==> config.mk <==
export PLATFORM = sky130hd
export DESIGN_NAME = debug_mem_dump_flat
export DESIGN_NICKNAME = d
export VERILOG_FILES = /design/src/rtl/debug_mem_dump_if.sv /design/src/rtl/debug_mem_dump.sv /design/src/flat_wrapper.sv
export SDC_FILE = /design/constraint.sdc
export NUM_CORES = 1
export LEC_CHECK = 0
export ABC_AREA = 1
export CAP_MARGIN = 25
export CORE_UTILIZATION = 50
export DETAILED_ROUTE_END_ITERATION = 6
export PLACE_DENSITY = 0.84
export SETUP_SLACK_MARGIN = 0.5
export SLEW_MARGIN = 20
export SYNTH_ARGS = -nofsm -noshare
export SYNTH_HDL_FRONTEND = slang
export SYNTH_SLANG_ARGS = --single-unit
==> constraint.sdc <==
create_clock -name i_clk -period 4.47 [get_ports i_clk]
set_input_delay 0.6705 -clock i_clk [delete_from_list [all_inputs] [get_ports i_clk]]
set_output_delay 0.6705 -clock i_clk [all_outputs]
set_load 0.02 [all_outputs]
==> src/rtl/debug_mem_dump_if.sv <==
`default_nettype none
// +--------------------------------------------------------------------+
// | Module  : debug_mem_dump_if                                        |
// | Brief   : Memory debug read port plus UART TX byte handshake        |
// | Revision: 1.0 - initial release                                    |
// +--------------------------------------------------------------------+
interface debug_mem_dump_if #(
   parameter int NUM_BITS  = 32,
   parameter int NUM_DIREC = 7
);
   logic [NUM_DIREC-1:0] o_direcc_debug;
   logic [NUM_BITS-1:0]  i_data_debug;
   logic [7:0]           o_tx_data;
   logic                 o_tx_start;
   logic                 i_tx_done;

   // Dump engine side: drives the address and the byte to transmit
   modport master (
      output o_direcc_debug,
      output o_tx_data,
      output o_tx_start,
      input  i_data_debug,
      input  i_tx_done
   );

   // Memory / UART side
   modport slave (
      input  o_direcc_debug,
      input  o_tx_data,
      input  o_tx_start,
      output i_data_debug,
      output i_tx_done
   );
endinterface
`default_nettype wire

==> src/rtl/debug_mem_dump.sv <==
`default_nettype none
// +--------------------------------------------------------------------+
// | Module  : debug_mem_dump                                           |
// | Brief   : Walks the data memory through its debug port and streams  |
// |           every byte, little-endian per word, into the UART TX     |
// | Revision: 1.0 - initial release                                    |
// +--------------------------------------------------------------------+
module debug_mem_dump #(
   parameter int NUM_BITS  = 32,
   parameter int NUM_SLOTS = 128,
   parameter int NUM_DIREC = $clog2(NUM_SLOTS)
) (
   input  logic              i_clk,
   input  logic              i_reset,
   input  logic              i_start,
   debug_mem_dump_if.master  bus,
   output logic              o_busy,
   output logic              o_done
);

   localparam logic [NUM_DIREC-1:0] LAST_ADDR = NUM_DIREC'(NUM_SLOTS - 4);

   typedef enum logic [2:0] {
      S_IDLE    = 3'd0,
      S_WAIT_RD = 3'd1,
      S_SEND    = 3'd2,
      S_WAIT_TX = 3'd3,
      S_DONE    = 3'd4
   } state_t;

   state_t               state_q;
   logic [NUM_DIREC-1:0] addr_q;
   logic [1:0]           idx_q;
   logic [NUM_BITS-1:0]  word_q;
   logic [7:0]           tx_data_q;
   logic                 tx_start_q;
   logic                 busy_q;
   logic                 done_q;

   logic [1:0]           idx_d;
   logic [7:0]           next_byte_d;

   // Byte of the captured word that follows the one currently on the wire
   always_comb begin
      idx_d = idx_q + 2'd1;
      next_byte_d = word_q[7:0];
      case (idx_d)
         2'd0:    next_byte_d = word_q[7:0];
         2'd1:    next_byte_d = word_q[15:8];
         2'd2:    next_byte_d = word_q[23:16];
         default: next_byte_d = word_q[31:24];
      endcase
   end

   // Dump sequencer; every output is a register updated with the state
   always_ff @(posedge i_clk) begin
      if (i_reset) begin
         state_q    <= S_IDLE;
         addr_q     <= '0;
         idx_q      <= 2'd0;
         word_q     <= '0;
         tx_data_q  <= 8'd0;
         tx_start_q <= 1'b0;
         busy_q     <= 1'b0;
         done_q     <= 1'b0;
      end else begin
         tx_start_q <= 1'b0;
         done_q     <= 1'b0;
         case (state_q)
            S_IDLE: begin
               if (i_start) begin
                  addr_q  <= '0;
                  idx_q   <= 2'd0;
                  busy_q  <= 1'b1;
                  state_q <= S_WAIT_RD;
               end
            end
            S_WAIT_RD: begin
               // Memory word is valid now; byte 0 goes out straight from it
               word_q     <= i_data_debug_w();
               tx_data_q  <= bus.i_data_debug[7:0];
               tx_start_q <= 1'b1;
               state_q    <= S_SEND;
            end
            S_SEND: begin
               state_q <= S_WAIT_TX;
            end
            S_WAIT_TX: begin
               if (bus.i_tx_done) begin
                  if (idx_q != 2'd3) begin
                     idx_q      <= idx_d;
                     tx_data_q  <= next_byte_d;
                     tx_start_q <= 1'b1;
                     state_q    <= S_SEND;
                  end else if (addr_q == LAST_ADDR) begin
                     done_q  <= 1'b1;
                     state_q <= S_DONE;
                  end else begin
                     addr_q  <= addr_q + NUM_DIREC'(4);
                     idx_q   <= 2'd0;
                     state_q <= S_WAIT_RD;
                  end
               end
            end
            S_DONE: begin
               busy_q  <= 1'b0;
               state_q <= S_IDLE;
            end
            default: begin
               state_q <= S_IDLE;
            end
         endcase
      end
   end

   function automatic logic [NUM_BITS-1:0] i_data_debug_w();
      return bus.i_data_debug;
   endfunction

   assign bus.o_direcc_debug = addr_q;
   assign bus.o_tx_data      = tx_data_q;
   assign bus.o_tx_start     = tx_start_q;
   assign o_busy             = busy_q;
   assign o_done             = done_q;

endmodule
`default_nettype wire
==> src/flat_wrapper.sv <==
// flat-port wrapper written by rule: the top's interface ports become plain ports
module debug_mem_dump_flat 
#(
   parameter int NUM_BITS  = 32,
   parameter int NUM_SLOTS = 128,
   parameter int NUM_DIREC = $clog2(NUM_SLOTS)
)
  (i_clk, i_reset, i_start, o_busy, o_done, bus_o_direcc_debug, bus_o_tx_data, bus_o_tx_start, bus_i_data_debug, bus_i_tx_done);
  debug_mem_dump_if #(.NUM_BITS(NUM_BITS), .NUM_DIREC(NUM_DIREC)) bus_i ();
  input  logic i_clk;
  input  logic i_reset;
  input  logic i_start;
  output logic o_busy;
  output logic o_done;
  output wire logic [$bits(bus_i.o_direcc_debug)-1:0] bus_o_direcc_debug;
  output wire logic [$bits(bus_i.o_tx_data)-1:0] bus_o_tx_data;
  output wire logic [$bits(bus_i.o_tx_start)-1:0] bus_o_tx_start;
  input wire logic [$bits(bus_i.i_data_debug)-1:0] bus_i_data_debug;
  input wire logic [$bits(bus_i.i_tx_done)-1:0] bus_i_tx_done;
  assign bus_o_direcc_debug = bus_i.o_direcc_debug;
  assign bus_o_tx_data = bus_i.o_tx_data;
  assign bus_o_tx_start = bus_i.o_tx_start;
  assign bus_i.i_data_debug = bus_i_data_debug;
  assign bus_i.i_tx_done = bus_i_tx_done;
  debug_mem_dump #(.NUM_BITS(NUM_BITS), .NUM_SLOTS(NUM_SLOTS), .NUM_DIREC(NUM_DIREC)) u_core (.i_clk(i_clk), .i_reset(i_reset), .i_start(i_start), .bus(bus_i), .o_busy(o_busy), .o_done(o_done));
endmodule
; ---- Yosys cells after proc, flatten, opt, wreduce, memory -nomap -nowiden
; Index checks and enable logic that the tools add are counted.
[op_classes]
add_sub_neg = 2
n_eq_ne = 14
muxes = 25
bitwise_logic = 2
reduce_logical = 11
[op_table]
columns = operator, count
row1 = $mux W7, 4
row2 = $pmux W8 S3, 1
row3 = $mux W8, 2
row4 = $pmux W8 S2, 1
row5 = $pmux W7 S2, 1
row6 = $mux W3, 4
row7 = $pmux W3 S4, 1
row8 = $ne A2 B2 Y1 const B, 5
row9 = $mux W2, 4
row10 = $add A7 B3 Y7 const B, 1
row11 = $eq A7 B7 Y1 const B, 1
row12 = $eq A3 B2 Y1 const B, 2
row13 = $reduce_bool A2 Y1, 3
row14 = $reduce_and A5 Y1, 1
row15 = $mux W1, 4
row16 = $pmux W1 S2, 2
row17 = $pmux W2 S2, 1
row18 = $reduce_and A2 Y1, 2
row19 = $reduce_and A4 Y1, 1
row20 = $reduce_or A4 Y1, 1
row21 = $eq A3 B1 Y1 const B, 1
row22 = $eq A3 B3 Y1 const B, 1
row23 = $logic_not A3 Y1, 1
row24 = $ne A3 B2 Y1 const B, 1
row25 = other kinds (7), 8
[word_totals]
ff_bits = 55
in_bits = 36
out_inout_bits = 18
wordCells = 62

; ---- Longest topological paths before layout
; Gate-level depths: netlist of the first run.
[logic_depth]
word_depth = 6
mapped_depth = 10
ltp_nobuf = 9

; ---- Worst setup path after synthesis of the first run
; No wires, ideal clock.
[synth_timing]
path_kind = reg-to-reg
startpoint = register u_core.idx_q[0]
endpoint = register u_core.tx_data_q[0], in the netlist u_core.bus.o_tx_data[0]
setup_ns = 0.110
arrival_time_ns = 1.395
required_ns = 4.360
path_slack_ns = 2.965
stages_incl_launch_ff = 11
n_path_buf = 2
period_less_slack_ns = 1.505
path_cell_list = dfxtp_1 inv_1 ha_1 clkbuf_1 clkbuf_1 a21oi_1 nand3_1 nand2_1 nand3_1 nand3_1 inv_1
[synth_via]
elab_chain_cells = 6
elab_cells_between_ends = 11
cone_classes = add/sub (1) / eq/ne (4) / mux (4) / reduce/logical (2)
[synth_lines]
columns = item, line
row1 = start: declaration, debug_mem_dump.sv:33  ; logic [1:0] idx_q;
row2 = start signal: assignment, debug_mem_dump.sv:91  ; idx_q <= idx_d;
row3 = $add A2 B1 Y2, debug_mem_dump.sv:45  ; idx_d = idx_q + 2'd1;
row4 = "$eq A2 B2 Y1, or another cell as far along", debug_mem_dump.sv:47  ; case (idx_d)
row5 = $pmux W8 S3, debug_mem_dump.sv:47
row6 = $mux W8, debug_mem_dump.sv:90  ; if (idx_q != 2'd3) begin
row7 = $mux W8, debug_mem_dump.sv:89  ; if (bus.i_tx_done) begin
row8 = $pmux W8 S2, debug_mem_dump.sv:69  ; case (state_q)
row9 = end signal: assignment, debug_mem_dump.sv:81  ; tx_data_q <= bus.i_data_debug[7:0];
row10 = end signal: assignment, debug_mem_dump.sv:92  ; tx_data_q <= next_byte_d;
row11 = end: declaration, debug_mem_dump.sv:35  ; logic [7:0] tx_data_q;
; Parallel ways exist; a longest one is shown, timed or not. The select of a mux whose other input is x is not followed.
; A chain may end at the register's enable or synchronous reset.

; ---- Worst setup path after layout of the first run
[layout_timing]
startpoint = register u_core.state_q[2]
endpoint = register u_core.addr_q[2], in the netlist u_core.bus.o_direcc_debug[2]
[layout_via]
elab_chain_cells = 3
elab_cells_between_ends = 9
cone_classes = eq/ne (5) / mux (1) / reduce/logical (3)
[layout_lines]
columns = item, line
row1 = start: declaration, debug_mem_dump.sv:31  ; state_t state_q;
row2 = start signal: assignment, debug_mem_dump.sv:58  ; state_q <= S_IDLE;
row3 = start signal: assignment, debug_mem_dump.sv:75  ; state_q <= S_WAIT_RD;
row4 = start signal: assignment, debug_mem_dump.sv:83  ; state_q <= S_SEND;
row5 = $eq A3 B2 Y1 or $logic_not A3 Y1 (tied branches), debug_mem_dump.sv:69
row6 = $ne A2 B2 Y1 (no line) or $reduce_bool A2 Y1 (tied branches), --
row7 = $reduce_and A5 Y1 (no line), --
row8 = end signal: assignment, debug_mem_dump.sv:99  ; addr_q <= addr_q + NUM_DIREC'(4);
row9 = end: declaration, debug_mem_dump.sv:32  ; logic [NUM_DIREC-1:0] addr_q;
; Parallel ways exist; a longest one is shown, timed or not.

==> impl_metrics.csv, run 1 <==
group,metric,value,unit
clock_network,cts.path.max_buffers,2,
worst_setup_path,critical_path.endpoint_type,"flop",
drt,drc_errors,0,
placement,dp_slack,2.25,ns
synthesis,synth_cell_types,27,
final_layout,syn_to_final_growth,26.2,%
timing,tightest_slew,0.787,ns
timing,finalMaxSlewViolations,0,
final_layout,antenna_cells,0,
worst_setup_path,reg2reg_depth,9,
worst_setup_path,crit_type,"reg2reg",
drt,wl,5480,µm
global_routing,grt_start_max_net_pins,43,
clock_network,cts.hold.buffers_added,0,
global_routing,grt_pass1_vias,2299,
die,start_util,52.4,%
worst_hold_path,whs_path_depth,2,
clock_network,clkSinkCount,53,
timing,fin_crit,2.08,ns
final_layout,final_layout_size_suffix_gt1_share,5.21,%
worst_setup_path,worstSetupStartpointType,"flop",
worst_setup_path,path_depth,9,
synthesis,netlist_area,0.00249,mm²
clock_network,post-cts-setup-buffer-count,0,
final_layout,final-instance-count-excl-fill,470,
die,ios,54,
clock_network,cts.repair.resized,0,
drt,vias,2384,
final_layout,final_area,0.00315,mm²
timing,fmax,0.481,GHz
worst_hold_path,hp-class,"reg2reg",
global_routing,grt_usage,23.5,%
clock_network,cts_root_buf,"clkbuf_8",
synthesis,ys_seq_area_share,42.6,%
global_routing,overflow,0,
die,die-area,0.00527,mm²
synthesis,synth-seq-cells,53,
worst_setup_path,crit_path_frequent_cell,"inv_1",
drt,via_per_inst,5.07,
run,drv_cap,0,
timing,timing.setup.tns,0,ns
worst_setup_path,crit_slowest_cell,"nand3_1",
clock_network,clk_latency,0.31,ns
worst_setup_path,crit_chain,"inv_1 -> nand3_1 -> nand2_1 -> inv_1 -> nor2_4 -> nand2_2 -> inv_1 -> nor2_1 -> nor2_1",
clock_network,tritoncts,"done",
worst_setup_path,critical_path.max_stage_delay,0.56,ns
synthesis,synthTopCellsByArea,"dfxtp_1 43%, nor2_1 9.8%, nand2_1 8.7%",
drt,wl_per_cell,11.7,µm
timing,finClkSkew,0.00408,ns
global_routing,grt_pass1_wl,9690,µm
pwr,peakVddDrop,225,µV
final_layout,final_common_cell,"nor2_1",
timing,hold_viol,0,
timing,hold_slack,0.459,ns
final_layout,layout_common_cells,"65 x nor2_1, 58 x nand2_1, 53 x dfxtp_1",
placement,routabilityCongestion,0.852,
status,status,"finished, final reports clean",
final_layout,nFillCells,453,
pwr,power_density,379,mW/mm²
final_layout,utilization,66.2,%
die,die_width,72.6,µm
timing,setup_violations,0,
synthesis,synth_warnings,0,
timing,final.period_utilization,46.5,%
die,core_area,0.00475,mm²
worst_setup_path,cp_data_arrival_time,2.33,ns
worst_setup_path,cp_max_fo,22,
synthesis,avgSynthCellArea,6.90,µm²
timing,relSlewSlack,47.4,%
die,die_h,72.6,µm
pwr,total_leakage_power,1.40,nW
timing,layout_setup_ws,2.39,ns
placement,port_buffers,51,
synthesis,yosys.area.top_type,"dfxtp_1",
global_routing,antenna_found_initial,0,
placement,dp.cells,462,
placement,dp_hpwl,3910,µm
drt,ant_nets,0,
worst_setup_path,cp_top_family,"simple AND/OR/NAND/NOR gates",
timing,rsz0062_at_grt,"no",
drt,drt_iter0_markers,141,
clock_network,clk_pin_slew,0.09,ns
die,row_count,25,
synthesis,synth_top_area_share,42.6,%
worst_setup_path,cp_data_required_time,4.72,ns
worst_setup_path,critPathBufInv,3,
synthesis,synth_cells,361,
drt,first_pass_iters,4,
clock_network,htreeDepth,2,
pwr,total_power,1.19,mW
final_layout,fin_nets,444,
clock_network,cts_buffers,5,
placement,placed_area,0.00303,mm²
## Yosys cell counts (all sizes together)
library cell / instances
dfxtp: 53
xnor2: 1
conb: 1
or2: 1
nand3: 39
ha: 6
nor3: 3
nor2: 67
o21bai: 1
o2111ai: 1
o21ai: 33
nand2: 62
nand3b: 1
inv: 41
clkbuf: 13
buf: 7
nand4: 1
a21oi: 30
## final cells by class
cell class,instances,area [µm²],share of cell area (%)
inverter,41,156,4.97
sequential,53,1060,33.7
timing repair buffer,53,546,17.3
clock buffer,6,82.6,2.63
tap,67,83.8,2.67
clock inverter,2,37.5,1.19
multi-input combinational,248,1180,37.5
## worst reg2reg max path, stage by stage, from the launching register on
cell and delay (ns):
dfxtp_1 0.39, inv_1 0.14, nand3_1 0.56, nand2_1 0.29
inv_1 0.10, nor2_4 0.21, nand2_2 0.11, inv_1 0.09
nor2_1 0.04, nor2_1 0.08
## registers in the layout (all words and copies together), names as in the netlist
name                       flops
u_core.bus.o_direcc_debug      5
u_core.bus.o_tx_data           8
u_core.bus.o_tx_start          1
u_core.idx_q                   2
u_core.o_busy                  1
u_core.o_done                  1
u_core.state_q                 3
u_core.word_q                 32
## worst paths after layout
check	slack [ns]	endpoint	startpoint
setup / recovery	2.39	u_core.bus.o_direcc_debug[2]	u_core.state_q[2]
hold / removal	0.46	u_core.word_q[28]	u_core.word_q[28]
setup reg to reg	2.39	u_core.bus.o_direcc_debug[2]	u_core.state_q[2]
hold reg to reg	0.46	u_core.word_q[28]	u_core.word_q[28]
## kinds of logic after synthesis
family                     count (synthesis)  synth area share (%)
and+or+nand+nor                          174                  29.9
AOI/OAI and AO/OA                         65                  13.8
buffers and inverters                     61                  10.3
DFF                                       53                  42.6
adders and majority gates                  6                  3.01
xor gates and xnor gates                   1                 0.351
other                                      1                 0.150
## where the power goes
group	internal [mW]	switching, mW
Sequential	0.527	0.0316
Clock	0.182	0.158
Combinational	0.123	0.172
Total	0.832	0.361
## layer usage
metal | up-vias | track usage (%) | part of all wire [%]
met5 | - | 0 | 0
met4 | 0 | 9.37 | 2.3
met3 | 14 | 4.97 | 4.1
met2 | 62 | 40.7 | 49
met1 | 1086 | 28.4 | 44
li1 | 1222 | - | -
No activity file was read; power rests on OpenSTA's default activity.
==> inputs of run 2 (changes only) <==
- CORE_UTILIZATION: 50 -> 45
- PLACE_DENSITY: 0.84 -> 0.8
- clock period: 4.47 -> 1.7 ns (I/O delays scaled with it)
==> run 2 against run 1 <==
Routed wire length increased by 86%. Clock skew increased by 0.0074 ns. Die area increased by 11%. Non-clock buffer count increased by 44. Register-to-register slack got worse by 2.2 ns. Largest cell class unchanged. Highest routed layer unchanged.
==> impl_metrics.csv, run 2 (same netlist as run 1, synthesis figures left out) <==
group,metric,value,unit
status,status,"finished, final reports clean",
clock_network,clk_pin_slew,0.10,ns
timing,finClkSkew,0.0115,ns
pwr,power_density,893,mW/mm²
final_layout,final-instance-count-excl-fill,519,
clock_network,cts_root_buf,"clkbuf_8",
die,die_width,76.4,µm
global_routing,grt_pass1_vias,2859,
placement,dp_hpwl,4010,µm
worst_setup_path,crit_chain,"buf_12 -> buf_4 -> inv_2 -> nand2_2 -> nand2_4 -> inv_4 -> nor2_4 -> buf_6 -> nand3_2 -> nand2_1 -> nor2_1",
timing,final.period_utilization,89.6,%
drt,ant_nets,0,
pwr,total_power,3.89,mW
die,core_area,0.00520,mm²
worst_setup_path,rr_startpoint,"u_core.state_q[1]",
drt,wl_met1,3600,µm
die,start_util,47.9,%
worst_hold_path,hp-class,"reg2reg",
worst_setup_path,critical_path.endpoint_type,"flop",
global_routing,grt_start_max_net_pins,48,
worst_setup_path,cp_data_required_time,1.89,ns
timing,finalMaxSlewViolations,0,
die,row_count,26,
final_layout,final_layout_size_suffix_gt1_share,46.1,%
drt,drt_iter0_markers,270,
timing,hold_viol,0,
drt,drc_errors,0,
final_layout,final_common_cell,"nor2_1",
drt,vias,3010,
placement,dp.cells,468,
worst_setup_path,reg2reg_slack,0.18,ns
worst_setup_path,crit_slowest_cell,"dfxtp_4",
worst_setup_path,critPathBufInv,5,
final_layout,layout_common_cells,"46 x nor2_1, 44 x nand2_1, 44 x dfxtp_1",
die,ios,54,
timing,timing.setup.tns,0,ns
drt,wl_met3,702,µm
timing,fin_crit,1.52,ns
pwr,peakVddDrop,480,µV
worst_hold_path,min_from,"u_core.word_q[24]",
drt,topRoutingLayerUsed,"met4",
clock_network,cts_buffers,5,
drt,wl,10200,µm
final_layout,final_area,0.00436,mm²
drt,via_per_inst,5.80,
worst_setup_path,crit_type,"reg2reg",
die,die_h,76.4,µm
final_layout,syn_to_final_growth,74.9,%
timing,rsz0062_at_grt,"yes",
worst_setup_path,reg2reg_depth,11,
worst_setup_path,cp_data_arrival_time,1.71,ns
worst_setup_path,cp_max_fo,5,
worst_setup_path,worstSetupStartpointType,"flop",
worst_setup_path,worst_r2r_endpoint,"u_core.idx_q[1]",
drt,first_pass_iters,7,
clock_network,clk_latency,0.31,ns
clock_network,clkSinkCount,53,
final_layout,top_register,"u_core.word_q",
pwr,total_leakage_power,1.81,nW
drt,wl_per_cell,19.6,µm
die,die-area,0.00584,mm²
placement,routabilityCongestion,0.865,
global_routing,overflow,0,
timing,fmax,0.656,GHz
clock_network,cts.path.max_buffers,2,
worst_hold_path,hold_path_end,"u_core.word_q[24]",
worst_setup_path,cp_top_family,"simple AND/OR/NAND/NOR gates",
clock_network,htreeDepth,2,
worst_setup_path,critical_path.max_stage_delay,0.38,ns
final_layout,antenna_cells,0,
placement,port_buffers,51,
clock_network,tritoncts,"done",
global_routing,antenna_found_initial,0,
global_routing,grt_pass1_wl,13500,µm
clock_network,cts.hold.buffers_added,0,
timing,setup_violations,0,
worst_hold_path,whs_path_depth,2,
final_layout,fin_nets,490,
run,drv_cap,0,
drt,wl_met2,5140,µm
placement,placed_area,0.00317,mm²
final_layout,largest_reg_flops,32,
timing,hold_slack,0.481,ns
global_routing,grt_usage,29.0,%
run 2: cell types whose count changed in the layout (fill, tap and decap cells not counted), sizes merged:
cell	before	now
buf	2	49
clkbuf	6	15
clkdlybuf4s50	51	35
o21ai	33	34
clkdlybuf4s15	0	6
bufinv	1	0
run 2: report_power, final:
part | internal (mW) | leakage (nW) | total, mW | switching [mW]
sequential | 1.39 | 0.442 | 1.52 | 0.132
clock | 0.422 | 0.0566 | 0.844 | 0.422
combinational | 0.709 | 1.31 | 1.53 | 0.820
total | 2.52 | 1.81 | 3.89 | 1.37
run 2: cell type report:
cell class                      count  area, µm²
Timing Repair Buffer               97       1130
Sequential cell                    53       1090
Clock buffer                        8        111
Multi-Input combinational cell    249       1760
Timing Repair inverter              1       7.51
Fill cell                         297        846
Tap cell                           70       87.6
Inverter                           41        171
run 2: worst register-to-register path: cells and delay by family, from the launching register on:
family	cells	cell delay, ns
buf+inv	5	0.50
flops	1	0.38
simple gates	6	0.53
run 2: worst max path at each step:
stage                                 startpoint                      endpoint  slack (ns)  cells after the start
floorplan                        u_core.idx_q[0]       u_core.bus.o_tx_data[0]        0.36                     10
global placement                   bus_i_tx_done  u_core.bus.o_direcc_debug[3]        0.15                      8
detailed placement                 bus_i_tx_done  u_core.bus.o_direcc_debug[5]        0.09                      9
CTS                 u_core.bus.o_direcc_debug[5]         bus_o_direcc_debug[5]        0.32                      1
global route                   u_core.state_q[1]               u_core.idx_q[1]        0.09                     11
finish                         u_core.state_q[1]               u_core.idx_q[1]        0.18                     11
run 2: stage by stage:
stage | worst slack [ns] | util (%)
after CTS | 0.325 | 75.3
after floorplan | 0.360 | -
final | 0.176 | 83.8
after global placement | 0.148 | 60.9
after detailed placement | 0.0857 | 60.9
after global routing | 0.0863 | 83.8
run 2: repair_timing:
action / CTS / global route
setup endpoints to repair: 67 / 63
gates resized for setup: 132 / 104
buffers inserted: 19 / 14
pin swaps: 28 / 32
gates cloned: 8 / 2
run 2: layer usage:
layer,global-route usage (%),vias up
met2,53.1,203
met1,31.8,1416
met5,0,-
li1,-,1323
met4,16.0,0
met3,4.67,68
